$ cat config.mk
export PLATFORM = sky130hd
export DESIGN_NAME = tdm_demux_8ch
export DESIGN_NICKNAME = d
export VERILOG_FILES = /design/src/rtl/tdm_demux_8ch.sv
export SDC_FILE = /design/constraint.sdc
export NUM_CORES = 1
export LEC_CHECK = 0
export BUFFER_PORTS_ARGS = -buffer_cell sky130_fd_sc_hd__buf_2
export CAP_MARGIN = 10
export CELL_PAD_IN_SITES_DETAIL_PLACEMENT = 0
export CELL_PAD_IN_SITES_GLOBAL_PLACEMENT = 2
export CORE_MARGIN = 4
export CORE_UTILIZATION = 31
export DETAILED_ROUTE_END_ITERATION = 7
export PLACE_DENSITY_LB_ADDON = 0.3
export SETUP_SLACK_MARGIN = 0.5
export SLEW_MARGIN = 10
export SYNTH_ARGS = -nofsm -noshare
export SYNTH_HDL_FRONTEND = slang
export SYNTH_SLANG_ARGS = --single-unit
$ cat constraint.sdc
create_clock -name clk -period 1.8 [get_ports clk]
set_input_delay 0.09 -clock clk [delete_from_list [all_inputs] [get_ports clk]]
set_output_delay 0.09 -clock clk [all_outputs]
set_load 0.1 [all_outputs]
$ cat src/rtl/tdm_demux_8ch.sv
// tdm_demux_8ch: slot-counting serial-to-parallel TDM demultiplexer with frame sync lock
module tdm_demux_8ch #(
  parameter int N     = 8,
  parameter int SEL_W = 3
) (
  input  logic             clk,
  input  logic             rst,
  input  logic             din,
  input  logic             din_valid,
  input  logic             frame_sync,
  output logic [N-1:0]     d_out,
  output logic             frame_valid,
  output logic [SEL_W-1:0] slot,
  output logic             locked,
  output logic             sync_err
);
  logic [N-1:0] shadow;
  always_ff @(posedge clk) begin
    if (rst) begin
      d_out       <= '0;
      frame_valid <= 1'b0;
      slot        <= '0;
      locked      <= 1'b0;
      sync_err    <= 1'b0;
      shadow      <= '0;
    end else begin
      frame_valid <= 1'b0;
      sync_err    <= 1'b0;
      if (din_valid) begin
        if (frame_sync) begin
          shadow   <= {{(N-1){1'b0}}, din};
          slot     <= SEL_W'(1);
          locked   <= 1'b1;
          sync_err <= locked && (slot != '0);
        end else if (locked) begin
          shadow[slot] <= din;
          if (slot == SEL_W'(N-1)) begin
            d_out       <= {din, shadow[N-2:0]};
            frame_valid <= 1'b1;
            slot        <= '0;
          end else begin
            slot <= slot + SEL_W'(1);
          end
        end
      end
    end
  end
endmodule

Yosys cells after proc, flatten, opt, wreduce, memory -nomap -nowiden
Cells that the tools add are included.

Add/subtract/negate cells: 1. Multipliers: 0. Divide/modulo/power cells: 0. Magnitude comparators: 2. Equal/unequal tests: 1. Shifts and indexed selects: 0. Multiplexer cells: 9. Bitwise gates (word level): 3. Reduce and logical (&&, ||, !) cells: 9.

Operators with widths (number): 2-to-1 mux 8 bit (2); 2-to-1 mux 3 bit (3); bitwise mux 8 bit (1); less-than comparator 3 x 4 -> 1 bit, second input constant (1); AND reduction 2 bit (2); AND reduction 4 bit (1); OR reduction 4 bit (1); adder 3 x 1 -> 3 bit, second input constant (1); demux 1 bit (select 3 bit) (1); equality test 3 bit, second input constant (1); greater-or-equal comparator 3 x 1 -> 1 bit, second input constant (1); inverter 1 bit (3); nonzero test 3 bit (1); OR reduction 3 bit (1); logical AND 1 bit (2); 2-to-1 mux 1 bit (2); nonzero test 2 bit (1).

Register bits after elaboration: 22. Bits in latches: 0. RAM bits: 0. ROM bits: 0. Input bits: 5. Output and inout bits: 14. Logic and storage cells: 31. Memories kept: 0.

Depth between registers and ports, before layout
Word-level depth: 7. Depth in mapped cells: 6. Mapped depth without buffers: 5.

Worst setup path before layout
OpenSTA, ideal clock, no wires.

Kind: flip-flop to flip-flop. Start: reg slot[1]. End: reg d_out[0]. Library setup time: 70 ps. Data arrival time: 2070 ps. Data required time: 1730 ps. Slack: -341 ps. Stages on the path, launching flop included: 7. Buffers on the path: 1. Period minus slack after synthesis: 2141 ps. Path through: dfxtp_1 ha_1 ha_1 and4b_1 clkbuf_1 nand2_1 a21oi_1.

Word-level cells in the longest chain between the ends: 2.

RTL lines: from (decl) (line 13) `output logic [SEL_W-1:0] slot,`; from (signal assigned) (line 42) `slot <= slot + SEL_W'(1);`; equality test 3 bit (line 37) `if (slot == SEL_W'(N-1)) begin`; AND reduction 4 bit (no source line); to (signal assigned) (line 38) `d_out <= {din, shadow[N-2:0]};`; to (decl) (line 11) `output logic [N-1:0] d_out,`.

Every way passes these cells. A chain may end at the register's enable or synchronous reset.

Worst setup path after layout
Start: reg slot[1]. End: reg d_out[4].

The elaborated chain is that of the path after synthesis.

==> out/results.ini <==
[outcome]
outcome=completed

[clock_network]
tritoncts_clock_tree=done
clkSinkCount=21
root_buffer=clkbuf_4
max-clock-path-buffers=2
clk_latency_ns=0.30
ctsHtreeMaxLevel=1
clk_transition_reported_paths_ns=0.12
cts-buffers-inserted=3
cts_hold_buffers=0

[place]
number_of_cells_after_detailed_placement=143
detailed_place.area_um2=1040
post-dp-hpwl_um=1350
io_buffers=18
routabilityCongestion=0.751

[die]
die_area_um2=3800
row_cnt=19
die_y_um=61.6
core_region_area_um2=2760
initial_utilization=0.324
die_w_um=61.6
io_pins=19

[route]
antenna_left=0
routed_via_density=5.23
drt_pass1_iterations=4
wl_per_cell_um=13.2
routed_wirelength_um=1990
vias=790
drt-initial-drc-count=25
route.detailed.drc=0

[timing]
setup_tns_ns=0
worstMarginPinSlew_ns=0.553
maximum_clock_frequency_mhz=775
finClkSkew_ns=0.00883
fin_crit_sh=0.716
grt_setup_unrepaired=true
final_hold_viol_count=0
timing.final.max_slew_violations=0
setup_failing_eps_final=0
max_slew_margin=0.631
timing.final.crit_period_ns=1.29

[grt]
grt_antenna_before_repair=0
grt_max_degree=18
grt_overflow_total=0
via_count_of_the_first_global_routing_pass=698
grt_first_pass_wirelength_um=3370
grt_usage=0.121

[synth]
synth.lib_cells_used.distinct=26
post_synth_inst_count=99
avgSynthCellArea_um2=9.01
synth-seq-cells=21
synthesis.nets=107
post_synth_instance_area_um2=892
yosysSeqAreaShare=0.471
ys_warn_count=0

[worst_setup_path]
crit_path_start_kind=flop
critPathArrivalTime_ns=1.53
internal_reg_to_reg_setup_slack_ns=0.51
crit_path_end_kind=flop
cp_slowest_stage_delay_ns=0.42
crit_start=slot[1]$_SDFFE_PP0P_
timing.critical_path.slowest_stage_cell=dfxtp_4
critPathMostFrequentCell=ha_4
worst-r2r-cell-count=5
crit_path_to=d_out[4]$_SDFFE_PP0P_
rr_endpoint=d_out[4]$_SDFFE_PP0P_
timing.critical_path.depth=5
criticalPathCategory=reg2reg
critPathMaxFanout=8
rr_startpoint=slot[1]$_SDFFE_PP0P_
worst-path-buf-inv=0
critPathRequiredTime_ns=2.04
path_cells=ha_4, ha_4, and4b_2, nand2_1, a21oi_1
kind_of_cell_adding_the_most_delay_to_the_critical_path=flip-flops

[cells_and_area]
fin_nets=129
diodes=0
layout_common_cells=18 x nand2_1, 18 x buf_2, 17 x dfxtp_1
area_growth_pct=26.9
design_area_um2=1130
fraction_of_layout_instances_using_a_drive_strength_above_1=0.350
stdcell_count=151

[pwr]
vdd_drop_max_mv=0.325
powerDensity_nw_per_um2=702
post-layout-total-power_uw=795
leakagePower_uw=0.000424

[min_path]
min_path_type=in2reg

[job]
maxCapViolations=0

## per-stage QoR
step | worst slack, ns | hold slack (ns) | util
2_1_floorplan | 0.330 | 0.225 | -
3_3_place_gp | 0.431 | 0.385 | 0.378
3_5_place_dp | 0.414 | 0.388 | 0.378
4_1_cts | 0.505 | 0.0450 | 0.398
5_1_grt | 0.444 | 0.0585 | 0.411
6_report | 0.510 | 0.0609 | 0.411
## how the worst min path moves through the flow
stage | depth (start not counted) | endpoint | start | slack (ns)
2_1_floorplan | 2 | locked$_SDFFE_PP0P_ | frame_sync | 0.23
3_3_place_gp | 3 | d_out[7]$_SDFFE_PP0P_ | din | 0.39
3_5_place_dp | 3 | d_out[7]$_SDFFE_PP0P_ | din | 0.39
4_1_cts | 3 | d_out[7]$_SDFFE_PP0P_ | din | 0.04
5_1_grt | 3 | d_out[7]$_SDFFE_PP0P_ | din | 0.06
6_report | 3 | d_out[7]$_SDFFE_PP0P_ | din | 0.06
## cells by family after synthesis
family,after synthesis,share of synthesized area
flip-flops,21,0.471
AO/OA/AOI/OAI,29,0.206
AND/OR/NAND/NOR,38,0.244
buffers and inverters,8,0.0365
adder cells (fa/ha/maj),3,0.0421
## layer usage
| metal | global-route usage | vias to the layer above | routed length [um] |
|---|---|---|---|
| met5 | 0 | - | 0 |
| met4 | 0.0636 | 0 | 17 |
| li1 | - | 400 | - |
| met3 | 0.0273 | 2 | 115 |
| met1 | 0.179 | 366 | 1000 |
| met2 | 0.158 | 22 | 855 |
## worst register-to-register path: cells and delay by family, from the launching register on
kind	cells	cell delay, ns
AOI/OAI and AO/OA	1	0.13
DFF	1	0.42
and+or+nand+nor	2	0.40
adders and majority gates	2	0.27
## synthesized netlist by cell type
cell type   n  share of area
a21boi_0    1         0.0084
a21o_2      1         0.0098
a21oi_1    11          0.062
a22oi_1     1         0.0084
a41oi_1     1         0.0098
and3b_1     1         0.0098
and4b_1     1          0.011
buf_2       2          0.011
clkbuf_1    3          0.013
dfxtp_1    21           0.47
ha_1        3          0.042
inv_1       3          0.013
nand2_1    19          0.080
nand3_1     1         0.0056
nand3b_1    3          0.025
nand4b_1    3          0.029
nor2_1      3          0.013
nor2b_1     1         0.0070
nor3b_1     1         0.0084
nor4b_1     1         0.0098
o211ai_1    6          0.050
o21ai_0     7          0.039
o311ai_2    1          0.018
or3b_1      2          0.020
or3b_2      1         0.0098
or4b_4      1          0.015
## registers in the layout (all words and copies together), names as in the netlist
register / count
shadow: 7
frame_valid: 1
slot: 3
sync_err: 1
d_out: 8
locked: 1
## report_power, final
part / leakage (uW) / internal [uW] / switching (uW)
combinational: 0.000237 / 25.7 / 60.7
clock: 0.0000150 / 86.3 / 145
sequential: 0.000173 / 467 / 10.2
## layout make-up
class	instances	area, um^2
multi-input combinational	70	488
tap	31	38.8
clock buffer	4	26.3
sequential	21	435
inverter	3	11.3
fill	298	1630
timing repair buffer	22	133
## timing repair
action | CTS | global route
gates resized for setup | 1 | 6
setup endpoints to repair | 9 | 14
setup buffers | 2 | 2
hold endpoints to repair | 0 | 0
pin swaps | 0 | 5
Power figures use the tool's default switching activity.
